`src/rtl/dev_pkg.sv`:
```
// Shared definitions for the device execution stage: instruction layout,
// opcodes, FSM states and default sizes.
package dev_pkg;

  localparam int unsigned DefAddrBits = 14;
  localparam int unsigned DefNumRegs  = 16;
  localparam int unsigned DefCntBits  = 16;

  // Instruction field positions (low bit of each field)
  localparam int unsigned OpLsb   = 28;
  localparam int unsigned RdLsb   = 24;
  localparam int unsigned RsLsb   = 20;
  localparam int unsigned RtLsb   = 16;
  localparam int unsigned AddrLsb = 0;
  localparam int unsigned ImmLsb  = 0;

  // Opcodes 8-15 are illegal and halt the stage with an error
  typedef enum logic [3:0] {
    OpNop  = 4'd0,
    OpLdi  = 4'd1,
    OpAdd  = 4'd2,
    OpSub  = 4'd3,
    OpLd   = 4'd4,
    OpSt   = 4'd5,
    OpBnz  = 4'd6,
    OpHalt = 4'd7
  } opcode_e;

  typedef enum logic [2:0] {
    StIdle   = 3'd0,
    StExec   = 3'd1,
    StMem    = 3'd2,
    StBranch = 3'd3,
    StHalted = 3'd4
  } state_e;

endpackage

```
`src/rtl/dev_regfile.sv`:
```
// 8-bit register file: three asynchronous read ports, one synchronous write
// port, synchronous clear on reset.
module dev_regfile
  import dev_pkg::*;
#(
  parameter int unsigned NumRegs = DefNumRegs
) (
  input  logic       i_clk,
  input  logic       i_rst_n,
  input  logic [3:0] ra_addr_i,
  output logic [7:0] ra_data_o,
  input  logic [3:0] rb_addr_i,
  output logic [7:0] rb_data_o,
  input  logic [3:0] rc_addr_i,
  output logic [7:0] rc_data_o,
  input  logic       we_i,
  input  logic [3:0] wa_i,
  input  logic [7:0] wd_i
);

  logic [7:0] regs_q [NumRegs];

  // Register storage: clear on reset, single write per cycle
  always_ff @(posedge i_clk) begin
    if (!i_rst_n) begin
      for (int i = 0; i < NumRegs; i++) begin
        regs_q[i] <= '0;
      end
    end else if (we_i) begin
      regs_q[wa_i] <= wd_i;
    end
  end

  // Reads see the pre-write value during a write cycle
  assign ra_data_o = regs_q[ra_addr_i];
  assign rb_data_o = regs_q[rb_addr_i];
  assign rc_data_o = regs_q[rc_addr_i];

endmodule

```
`src/rtl/dev_exec.sv`:
```
// Device execution stage: accepts 32-bit instruction words, executes ALU,
// memory and branch ops against a 16x8 register file, and reports status.
module dev_exec
  import dev_pkg::*;
#(
  parameter int unsigned ADDR_BITS = DefAddrBits,
  parameter int unsigned NUM_REGS  = DefNumRegs,
  parameter int unsigned CNT_BITS  = DefCntBits
) (
  input  logic                 i_clk,
  input  logic                 i_rst_n,
  input  logic                 i_en,
  input  logic                 i_inst_valid,
  input  logic [31:0]          i_inst,
  output logic                 o_inst_ready,
  output logic                 o_branch_valid,
  output logic [7:0]           o_branch_target,
  output logic                 o_mem_req,
  output logic                 o_mem_we,
  output logic [ADDR_BITS-1:0] o_mem_addr,
  output logic [7:0]           o_mem_wdata,
  input  logic [7:0]           i_mem_rdata,
  input  logic                 i_mem_ack,
  output logic                 o_busy,
  output logic                 o_halted,
  output logic                 o_error,
  output logic [CNT_BITS-1:0]  o_retired,
  input  logic [3:0]           i_dbg_sel,
  output logic [7:0]           o_dbg_data
);

  state_e               state_q, state_d;
  logic                 mem_we_q, mem_we_d;
  logic [ADDR_BITS-1:0] mem_addr_q, mem_addr_d;
  logic [7:0]           mem_wdata_q, mem_wdata_d;
  logic [3:0]           ld_rd_q, ld_rd_d;
  logic [7:0]           br_target_q, br_target_d;
  logic                 err_q, err_d;
  logic [CNT_BITS-1:0]  retired_q, retired_d;

  opcode_e    op;
  logic [3:0] rd, rs, rt, rb_addr;
  logic [7:0] imm;
  logic [7:0] ra_data, rb_data;
  logic       inst_ready, accept, retire, mem_req;
  logic       rf_we;
  logic [3:0] rf_wa;
  logic [7:0] rf_wd;
  logic       unused_inst;

  assign op  = opcode_e'(i_inst[OpLsb +: 4]);
  assign rd  = i_inst[RdLsb +: 4];
  assign rs  = i_inst[RsLsb +: 4];
  assign rt  = i_inst[RtLsb +: 4];
  assign imm = i_inst[ImmLsb +: 8];
  assign unused_inst = ^i_inst[15:14];

  // ST and BNZ read r[rd] and never need rt, so they share the second port
  assign rb_addr = ((op == OpSt) || (op == OpBnz)) ? rd : rt;

  assign inst_ready = ((state_q == StIdle) || (state_q == StExec)) && i_en;
  assign accept     = inst_ready && i_inst_valid;
  assign mem_req    = (state_q == StMem);

  dev_regfile #(
    .NumRegs (NUM_REGS)
  ) u_regfile (
    .i_clk     (i_clk),
    .i_rst_n   (i_rst_n),
    .ra_addr_i (rs),
    .ra_data_o (ra_data),
    .rb_addr_i (rb_addr),
    .rb_data_o (rb_data),
    .rc_addr_i (i_dbg_sel),
    .rc_data_o (o_dbg_data),
    .we_i      (rf_we),
    .wa_i      (rf_wa),
    .wd_i      (rf_wd)
  );

  // Next-state decode: instruction dispatch, memory handshake, halt/exit
  always_comb begin
    state_d     = state_q;
    mem_we_d    = mem_we_q;
    mem_addr_d  = mem_addr_q;
    mem_wdata_d = mem_wdata_q;
    ld_rd_d     = ld_rd_q;
    br_target_d = br_target_q;
    err_d       = err_q;
    rf_we       = 1'b0;
    rf_wa       = rd;
    rf_wd       = '0;
    retire      = 1'b0;
    unique case (state_q)
      StIdle, StExec: begin
        state_d = StIdle;
        if (accept) begin
          case (op)
            OpNop: begin
              state_d = StExec;
              retire  = 1'b1;
            end
            OpLdi: begin
              rf_we   = 1'b1;
              rf_wd   = imm;
              state_d = StExec;
              retire  = 1'b1;
            end
            OpAdd: begin
              rf_we   = 1'b1;
              rf_wd   = ra_data + rb_data;
              state_d = StExec;
              retire  = 1'b1;
            end
            OpSub: begin
              rf_we   = 1'b1;
              rf_wd   = ra_data - rb_data;
              state_d = StExec;
              retire  = 1'b1;
            end
            OpLd: begin
              state_d    = StMem;
              mem_we_d   = 1'b0;
              mem_addr_d = i_inst[AddrLsb +: ADDR_BITS];
              ld_rd_d    = rd;
            end
            OpSt: begin
              state_d     = StMem;
              mem_we_d    = 1'b1;
              mem_addr_d  = i_inst[AddrLsb +: ADDR_BITS];
              mem_wdata_d = rb_data;
            end
            OpBnz: begin
              retire = 1'b1;
              if (rb_data != 8'd0) begin
                state_d     = StBranch;
                br_target_d = imm;
              end else begin
                state_d = StExec;
              end
            end
            OpHalt: begin
              retire  = 1'b1;
              state_d = StHalted;
            end
            default: begin
              state_d = StHalted;
              err_d   = 1'b1;
            end
          endcase
        end
      end
      StMem: begin
        // Retires on ack; enable is deliberately not sampled here
        if (i_mem_ack) begin
          state_d = StIdle;
          retire  = 1'b1;
          if (!mem_we_q) begin
            rf_we = 1'b1;
            rf_wa = ld_rd_q;
            rf_wd = i_mem_rdata;
          end
        end
      end
      StBranch: begin
        state_d = StIdle;
      end
      StHalted: begin
        if (!i_en) begin
          state_d = StIdle;
          err_d   = 1'b0;
        end
      end
      default: begin
        state_d = StIdle;
      end
    endcase
  end

  // Saturating retired-instruction counter
  always_comb begin
    retired_d = retired_q;
    if (retire && (retired_q != '1)) begin
      retired_d = retired_q + CNT_BITS'(1);
    end
  end

  // State registers with synchronous active-low reset
  always_ff @(posedge i_clk) begin
    if (!i_rst_n) begin
      state_q     <= StIdle;
      mem_we_q    <= 1'b0;
      mem_addr_q  <= '0;
      mem_wdata_q <= '0;
      ld_rd_q     <= '0;
      br_target_q <= '0;
      err_q       <= 1'b0;
      retired_q   <= '0;
    end else begin
      state_q     <= state_d;
      mem_we_q    <= mem_we_d;
      mem_addr_q  <= mem_addr_d;
      mem_wdata_q <= mem_wdata_d;
      ld_rd_q     <= ld_rd_d;
      br_target_q <= br_target_d;
      err_q       <= err_d;
      retired_q   <= retired_d;
    end
  end

  // Outputs: memory and branch fields are zero outside their active states
  always_comb begin
    o_inst_ready    = inst_ready;
    o_mem_req       = mem_req;
    o_mem_we        = mem_req && mem_we_q;
    o_mem_addr      = mem_req ? mem_addr_q : '0;
    o_mem_wdata     = (mem_req && mem_we_q) ? mem_wdata_q : '0;
    o_branch_valid  = (state_q == StBranch);
    o_branch_target = (state_q == StBranch) ? br_target_q : '0;
    o_busy          = (state_q != StIdle) && (state_q != StHalted);
    o_halted        = (state_q == StHalted);
    o_error         = err_q;
    o_retired       = retired_q;
  end

endmodule
```
`config.mk`:
```
export PLATFORM = sky130hd
export DESIGN_NAME = dev_exec
export DESIGN_NICKNAME = d
export VERILOG_FILES = /design/src/rtl/dev_pkg.sv /design/src/rtl/dev_regfile.sv /design/src/rtl/dev_exec.sv
export SDC_FILE = /design/constraint.sdc
export NUM_CORES = 1
export LEC_CHECK = 0
export ABC_AREA = 1
export BUFFER_PORTS_ARGS = -buffer_cell sky130_fd_sc_hd__buf_2
export CAP_MARGIN = 20
export CORE_ASPECT_RATIO = 1.75
export CORE_MARGIN = 2
export CORE_UTILIZATION = 40
export DETAILED_ROUTE_END_ITERATION = 12
export HOLD_SLACK_MARGIN = 0.06
export PLACE_DENSITY = 0.65
export SYNTH_ARGS = -nofsm -noshare
export SYNTH_HDL_FRONTEND = slang
export SYNTH_HIERARCHICAL = 1
export SYNTH_SLANG_ARGS = --single-unit
```
`constraint.sdc`:
```
create_clock -name i_clk -period 7.4 [get_ports i_clk]
set_clock_uncertainty 0.15 [all_clocks]
set_input_delay 1.48 -clock i_clk [delete_from_list [all_inputs] [get_ports i_clk]]
set_output_delay 1.48 -clock i_clk [all_outputs]
set_load 0.005 [all_outputs]
```
* Word level (Yosys, flattened, before mapping)
Memories as Yosys holds them, arrays and structs flattened.
Index checks and enable logic that the tools add are counted.
** Storage, ports and cells
- Register bits after elaboration :: 55
- Memory bits (writable) :: 128
- Input port bits :: 49
- Output and inout port bits :: 61
- Word-level logic and storage cells :: 95
- Memories :: 1
** Cells by class
- Add/sub/neg operators :: 3
- Eq/ne operators :: 17
- Muxes and demuxes :: 39
- Reduce and logical (&&, ||, !) cells :: 27
** Memory list
- u_regfile.regs_q :: depth 16, width 8, rd ports 3, clocked after Yosys merged registers in 0, wr ports 16, line dev_regfile.sv:21 : logic [7:0] regs_q [NumRegs];
** Operators by type and width (count)
- $mux 8 :: 6
- $pmux 8 s3 :: 1
- $mux 4 :: 5
- $pmux 3 s3 :: 2
- $add 16x1->16 const B :: 1
- $eq 4x3->1 const B :: 4
- $ne 16x16->1 const B :: 1
- $pmux 8 s2 :: 1
- $reduce_or 8->1 :: 2
- $mux 1 :: 15
- $mux 14 :: 1
- $reduce_and 3->1 :: 4
- $mux 3 :: 3
- $add 8x8->8 :: 1
- $eq 4x2->1 const B :: 2
- $ne 2x2->1 const B :: 4
- $pmux 1 s2 :: 4
- $reduce_and 4->1 :: 2
- $reduce_bool 8->1 :: 1
- $sub 8x8->8 :: 1
- $eq 3x2->1 const B :: 2
- $reduce_or 6->1 :: 1
- $logic_and 1x1->1 :: 5
- $eq 4x1->1 const B :: 1
- other kinds (13) :: 16

* Logic depth before layout (Yosys ltp)
Gate-level depths: netlist of run 1.
- Word-level depth :: 11
- Mapped depth :: 34
- Mapped depth without buffers :: 32

* Hierarchy
Netlist of run 1, hierarchy kept.
** By module, submodules not included
- dev_regfile :: instances 1, cells each 1276, area each 8708.4 um2
- dev_exec :: instances 1, cells each 522, area each 3430.8 um2

* Least setup slack after synthesis of run 1
Ideal clock, no wire load.
- Path type :: input-to-reg
- Start point :: in i_inst[31]
- End point :: mem u_regfile.regs_q[10][7], data pin
- Setup time :: 0.266 ns
- Data arrival time :: 5.169 ns
- Data required time :: 6.984 ns
- Setup slack :: 1.815 ns
- Stages on the path :: 31
- Cells stage by stage :: inv_1 > nand2_1 > inv_1 > nand3_1 > nand2_1 > mux2_2 > buf_2 > inv_1 > clkbuf_1 > nand3_1 > nand3_1 > nand2_1 > inv_1 > ha_1 > nand3_1 > nor3_1 > or2_2 > xor2_1 > inv_1 > ha_1 > a21oi_1 > nand2_1 > a21oi_1 > nand3_1 > nand3_1 > nand2_1 > nand2_1 > nand2_1 > inv_1 > clkbuf_1 > nor2_1
** RTL lines
- start: declaration :: line dev_exec.sv:14 : input logic [31:0] i_inst,
- end: declaration :: line dev_regfile.sv:21

==> summary.txt, run 1 <==
Run status
  • Status: finished, final reports clean

Cells and area
  • Area grow syn2layout: 11.1%
  • # nets final: 1908
  • Post-Route Utilization: 45.0%
  • Final antenna diode count: 0
  • Share of layout cells above drive strength 1: 11.3%

Placed design
  • Placer Congestion: 0.965
  • Setup WS pre-CTS: 0.981 ns
  • DPL Wire Length: 29200 um
  • Port bufs: 107

Routing
  • Post-Route WL: 40900 um
  • Routed len/inst: 18.2 um
  • Residual DRC: 0
  • Initial DRC count: 951
  • DRT Pass-1 Iters: 6
  • Via Count: 12100
  • Final ANT Viol Nets: 0
  • Via/cell ratio: 5.38

Die
  • Die Ht: between 200 and 250 um
  • DIE WIDTH: 136 um
  • Core area: 30000 um2
  • Starting Density: 40.5%
  • Row cnt: 84
  • Total I/O pin count: 110
  • Die Area: about 32000 um2

Clock tree
  • H-tree Lvls: 4
  • CTS sink cnt: 183
  • CTS tree: yes
  • CTS Buf Count: 17
  • Resized Gates After CTS: 0
  • CTS clk-pin slew, worst paths: about 0.070 ns
  • Clock Root Buffer: clkbuf_16
  • Clock latency at the later pin of the worst-skew pair: 0.46 ns
  • # Post-CTS Setup Buffers: 0
  • # hold bufs at CTS: 0
  • Max Buffers Root-to-Sink: 2

Critical path
  • Most frequent cell on the critical path: nand2_1
  • Reg-to-reg slack, setup: around 3.4 ns
  • CP max FO: 64
  • Worst EP arrival: 6.09 ns
  • WP data required: roughly 7.5 ns
  • Setup crit end kind: flop
  • CP peak stage delay: about 0.60 ns
  • Worst setup path category: in2reg
  • Crit-path slowest cell: buf_4
  • CP startpoint kind: input port

Logic synthesis
  • Mapped Nets: 1857
  • Number of warnings issued by yosys: 6
  • Mapped Cells: around 1800
  • Library cells used by synthesis: 38
  • Sequential share of the synthesized area: a little over 40%
  • Mean Syn Cell Area: 6.75 um2
  • Synth Cell Area: about 12000 um2
  • FF+latch count, synth: approximately 180

STA
  • Worst Max-Slew Pin Slew: about 0.85 ns
  • RSZ-0062 raised after global routing: false
  • Post-route setup slack: 1.36 ns
  • Final min period: 6.04 ns
  • Total negative slack: 0 ns
  • Ratio of final minimum period to clock period: 81.6%
  • Slew headroom: 43.1%
  • Fmax: 166 MHz
  • Slew Limit Fails: 0
  • Final setup vio count: 0
  • Final Hold Fails: 0

Global routing
  • Antenna violations before repair: 0
  • GRT overflow: 0
  • Largest net degree at the start of global routing: 65
  • Global-route wire length before repair: 62700 um
  • GR Util All Layers: 26.0%
  • Vias in the first global route: 11500

Power and ir drop
  • Final Total Pwr: 2.60 mW
  • Max IR drop VDD: 0.000143 V
  • Leakage: 6.16 nW
  • Pwr dens: 193 nW/um2

Job
  • MaxCap Viol Count: 0

Min path
  • Hold WC Path Type: reg2reg
cell usage after synthesis:
cell type / instances / area share, %
nand2_1: 531 / 16
a22o_1: 5 / 0.36
nand3_1: 359 / 15
o21ai_0: 50 / 2.1
a21oi_2: 8 / 0.58
edfxtp_1: 128 / 32
dfxtp_1: 55 / 9.1
nor3_4: 4 / 0.54
nand2_2: 20 / 1.0
buf_6: 2 / 0.19
a21boi_0: 1 / 0.062
nand4_1: 5 / 0.26
a211oi_1: 2 / 0.12
buf_4: 2 / 0.12
inv_2: 4 / 0.12
nor2_1: 201 / 6.2
nand3_2: 2 / 0.16
clkinv_1: 1 / 0.031
o22ai_2: 1 / 0.10
a41oi_1: 1 / 0.072
fa_1: 1 / 0.16
nor3_1: 7 / 0.29
or2_2: 3 / 0.15
clkbuf_1: 49 / 1.5
nor3_2: 1 / 0.082
buf_1: 6 / 0.19
a21oi_1: 41 / 1.7
inv_1: 233 / 7.2
xor2_1: 10 / 0.72
xnor2_1: 8 / 0.58
nand3b_1: 1 / 0.062
nor2_4: 2 / 0.19
nand2_4: 2 / 0.19
buf_8: 1 / 0.12
mux2_2: 4 / 0.37
buf_2: 37 / 1.5
inv_4: 1 / 0.052
ha_1: 9 / 0.93
flip-flops by register name (all words and copies together) (netlist names), 3 cells and up:
name and cells:
state_q 3, mem_addr_q 14, ld_rd_q 4, br_target_q 8, u_regfile/regs_q 128, mem_wdata_q 8, o_retired 16
area by class of cell:
cell class,instances,area [um2]
clock buffers,21,460
clock inverters,11,138
fillers,3072,16500
inverters,239,900
multi-input cells,1279,5850
flip-flops and latches,183,4940
well taps,387,484
repair buffers,129,713
cells by family (layout without fill, tap and decap cells):
family          Yosys count  count (layout)  synth area share [%]
xor+xnor                 18              18                  1.30
fa+ha+maj                10              10                  1.09
compound gates          109             109                  5.05
mux                       4               4                 0.371
buf+inv                 336             400                  11.1
simple gates           1138            1138                  40.4
flops                   183             183                  40.7
per-stage QoR:
stage,hold WS [ns],instances,area (um2)
5_1_grt,0.330,2249,13500
2_1_floorplan,0.280,1798,12100
4_1_cts,0.309,2249,13500
3_3_place_gp,0.293,2217,12900
3_5_place_dp,0.297,2217,12900
6_report,0.304,2249,13500
cell usage in the layout (no fill, tap or decap), types with 2 or more instances in the layout:
cell type,synthesis,routed
nand2_1,531,531
nand3_2,2,2
nand3_1,359,359
dfxtp_1,55,55
inv_2,4,4
clkbuf_1,49,2
nor2_4,2,2
a211oi_1,2,2
nor2_1,201,201
xnor2_1,8,8
nand4_1,5,5
a22o_1,5,5
nor3_1,7,7
inv_1,233,233
clkbuf_8,0,2
buf_2,37,107
nand2_4,2,2
nand2_2,20,20
buf_4,2,21
clkbuf_16,0,17
bufinv_16,0,2
xor2_1,10,10
nor3_4,4,4
or2_2,3,3
edfxtp_1,128,128
clkinv_4,0,2
ha_1,9,9
clkinvlp_4,0,3
inv_6,0,3
a21oi_1,41,41
a21oi_2,8,8
o21ai_0,50,50
mux2_2,4,4
where the power goes:
group	leakage [nW]	internal, mW	switching [mW]
clock	0.283	0.521	0.418
combinational	4.11	0.159	0.376
sequential	1.77	1.12	0.00987
per-layer routing:
layer  GRT usage, %  share of wire [%]  vias to the layer above
met3           5.21                8.2                      133
met1           28.4                 36                     5425
met4           18.9                7.1                        0
met5              0                  0                        -
met2           44.6                 49                      697
li1               -                  -                     5848
worst paths after layout:
path | from | end | cells after the start
setup reg to reg | u_regfile/regs_q[15][1] | u_regfile/regs_q[6][7] | 25
hold / removal | mem_addr_q[11] | mem_addr_q[11] | 2
setup / recovery | i_inst[31] | u_regfile/regs_q[6][7] | 32
hold reg to reg | mem_addr_q[11] | mem_addr_q[11] | 2
critical path, delay by kind of cell:
family	cells	cell delay (ns)
AOI/OAI and AO/OA	2	0.34
buffers and inverters	8	1.32
xor gates and xnor gates	1	0.21
muxes	1	0.29
adders and majority gates	2	0.51
and+or+nand+nor	18	1.86
No activity file was read; power rests on OpenSTA's default activity.
==> inputs of run 2 (changes only) <==
==> constraint.sdc (replaced) <==
create_clock -name i_clk -period 6.3 [get_ports i_clk]
set_clock_uncertainty 0.15 [all_clocks]
set_input_delay 1.26 -clock i_clk [delete_from_list [all_inputs] [get_ports i_clk]]
set_output_delay 1.26 -clock i_clk [all_outputs]
set_load 0.005 [all_outputs]
==> run 2 against run 1 <==
Compared with the run above: routed wire length is 3.0% higher; first-iteration DRC count is 14% higher; total power is 17% higher; die area stayed put; highest routed layer unchanged.
==> summary.txt, run 2 (same netlist as run 1, synthesis figures left out) <==
Die
  • Row cnt: 84 (unchanged)
  • Starting Density: 40.5% (unchanged)
  • DIE WIDTH: 136 um (unchanged)
  • Total I/O pin count: 110 (unchanged)
  • Die Ht: 234 um (unchanged)
  • Die Area: 31800 um2 (unchanged)
  • Core area: 30000 um2 (unchanged)

Routing
  • Post-Route WL: 42200 um (+3.0%)
  • Initial DRC count: 1083 (+14%)
  • Routed len/inst: 18.7 um (+2.7%)
  • M1 wire length: 15000 um (+1.8%)
  • Residual DRC: 0 (unchanged)
  • Final ANT Viol Nets: 0 (unchanged)
  • Via Count: 12200 (+1.1%)
  • Met2 wire length: 20500 um (+2.3%)
  • Top sig layer: met4
  • Met3 wire len: 3430 um (+2.8%)
  • Via/cell ratio: 5.42 (+0.72%)
  • DRT Pass-1 Iters: 8 (+2)

Global routing
  • GR Util All Layers: 26.9% (+0.87 points)
  • GRT overflow: 0 (unchanged)
  • Global-route wire length before repair: 64200 um (+2.4%)
  • Largest net degree at the start of global routing: 65 (unchanged)
  • Vias in the first global route: 11500 (+0.22%)
  • Antenna violations before repair: 0 (unchanged)

Power and ir drop
  • Leakage: 6.24 nW (+1.2%)
  • Max IR drop VDD: 0.000192 V (+34%)
  • Combinational power share: 21.4% (+0.9 points)
  • Psw: 0.968 mW (+21%)
  • Fraction of power consumed by sequential logic: 43.8% (+0.4 points)
  • Pwr dens: 223 nW/um2 (+15%)
  • Final Total Pwr: 3.04 mW (+17%)
  • Int Pwr: 2.07 mW (+15%)
  • Clock Power Share: 34.8% (-1.3 points)
  • Net Sw Frac: 31.9% (+1.0 points)

Critical path
  • Setup crit end kind: flop
  • WP data required: 6.46 ns (-1.00 ns)
  • CP max FO: 36 (-44%)
  • Worst EP arrival: 5.60 ns (-0.49 ns)
  • CP startpoint kind: input port
  • CP cell instances: buf_2 > inv_1 > nand2_1 > inv_1 > nand3_1 > nand2_1 > mux2_2 > buf_4 > nand2_1 > nand3_1 > nand3_1 > nand3_1 > nand2_1 > inv_1 > ha_1 > inv_1 > o21ai_0 > fa_1 > o21ai_0 > a22o_1 > inv_1 > nor2_1
  • Reg-to-reg slack, setup: 2.48 ns (-0.94 ns)
  • Crit-path slowest cell: fa_1
  • Most frequent cell on the critical path: inv_1
  • Worst setup path category: in2reg
  • CP peak stage delay: 0.50 ns (-0.10 ns)

Clock tree
  • Clock latency at the later pin of the worst-skew pair: 0.47 ns (about the same)
  • CTS tree: yes
  • CTS Buf Count: 17 (unchanged)
  • CTS clk-pin slew, worst paths: 0.07 ns (about the same)
  • CTS sink cnt: 183 (unchanged)
  • # hold bufs at CTS: 0 (unchanged)
  • Max Buffers Root-to-Sink: 2 (unchanged)
  • # Post-CTS Setup Buffers: 0 (unchanged)
  • H-tree Lvls: 4 (unchanged)
  • Clock Root Buffer: clkbuf_16
  • Resized Gates After CTS: 0 (unchanged)

Cells and area
  • Post-layout instance area: 13600 um2 (+0.99%)
  • Most frequent cells in the layout: nand2_1, nand3_1, inv_1
  • Most common cell after layout, fill and taps aside: nand2_1
  • Share of layout cells above drive strength 1: 11.8% (+0.43 points)
  • Largest Register: u_regfile/regs_q
  • Max FFs per register: 128 (unchanged)
  • Final antenna diode count: 0 (unchanged)
  • Area grow syn2layout: 12.2%
  • # nets final: 1916 (+0.42%)

STA
  • Ratio of final minimum period to clock period: 86.4%
  • Final Hold Fails: 0 (unchanged)
  • Slew headroom: 39.0% (-4.1 points)
  • Final min period: around 5.4 ns
  • RSZ-0062 raised after global routing: false
  • Post-route setup slack: 0.858 ns (-0.506 ns)
  • Final setup vio count: 0 (unchanged)
  • Hold WS: 0.304 ns (+0.000782 ns)
  • Fmax: 184 MHz
  • Worst Max-Slew Pin Slew: 0.914 ns (+0.0617 ns)
  • Total negative slack: 0 ns (unchanged)
  • Slew Limit Fails: 0 (unchanged)

Min path
  • Hold WC Path Type: reg2reg

Placed design
  • Placer Congestion: 0.997 (+3.3%)
  • Port bufs: 107 (unchanged)
  • DPL Wire Length: 30300 um (+3.9%)
  • Placed Area: 13100 um2 (+1.2%)
  • Setup WS pre-CTS: 0.412 ns (-0.569 ns)

Run status
  • Status: finished, final reports clean

Job
  • MaxCap Viol Count: 0 (unchanged)
## run 2: cell types whose count changed in the layout (fill, tap and decap cells not counted), moves of 2 or more
cell / before / now
clkbuf_8: 2 / 0
buf_12: 1 / 9
clkbuf_1: 2 / 0
clkinv_2: 0 / 2
inv_6: 3 / 1
inv_8: 1 / 4
## run 2: metrics by stage
step | cells | util [%]
6_report | 2257 | 45.5
5_1_grt | 2257 | 45.5
4_1_cts | 2257 | 45.5
3_5_place_dp | 2225 | 43.6
3_3_place_gp | 2225 | 43.6
2_1_floorplan | 1798 | -
## run 2: path summary, 6_finish.rpt
check                         start  depth (start not counted)                     end
min                  br_target_q[3]                          2          br_target_q[3]
max                      i_inst[31]                         22  u_regfile/regs_q[6][1]
max reg2reg  u_regfile/regs_q[1][0]                         15  u_regfile/regs_q[6][1]
min reg2reg          br_target_q[3]                          2          br_target_q[3]
## run 2: power by group through the flow
stage / Sequential [mW] / Combinational (mW) / Clock (mW)
2_1_floorplan: 1.35 / 0.428 / 0
3_3_place_gp: 1.35 / 0.624 / 0
3_5_place_dp: 1.36 / 0.633 / 0
4_1_cts: 1.33 / 0.635 / 1.08
5_1_grt: 1.33 / 0.711 / 1.11
6_report: 1.33 / 0.649 / 1.06
## run 2: per-layer routing
metal	vias to the layer above	global-route usage [%]
met3	171	4.33
met4	0	20.4
li1	5850	-
met5	-	0
met2	789	45.5
met1	5423	30.2
## run 2: layout make-up
type,count,area (um2)
Fill cell,3071,16300
Multi-Input combinational cell,1279,5850
Sequential cell,183,4940
Inverter,239,900
Timing Repair Buffer,137,873
Tap cell,387,484
Clock buffer,17,425
Clock inverter,15,146
## run 2: worst max-delay path, delay by kind of cell
kind            cells  cell delay (ns)
compound gates      3             0.92
fa+ha+maj           2             0.77
buf+inv             7             1.05
mux                 1             0.42
simple gates        9             1.17
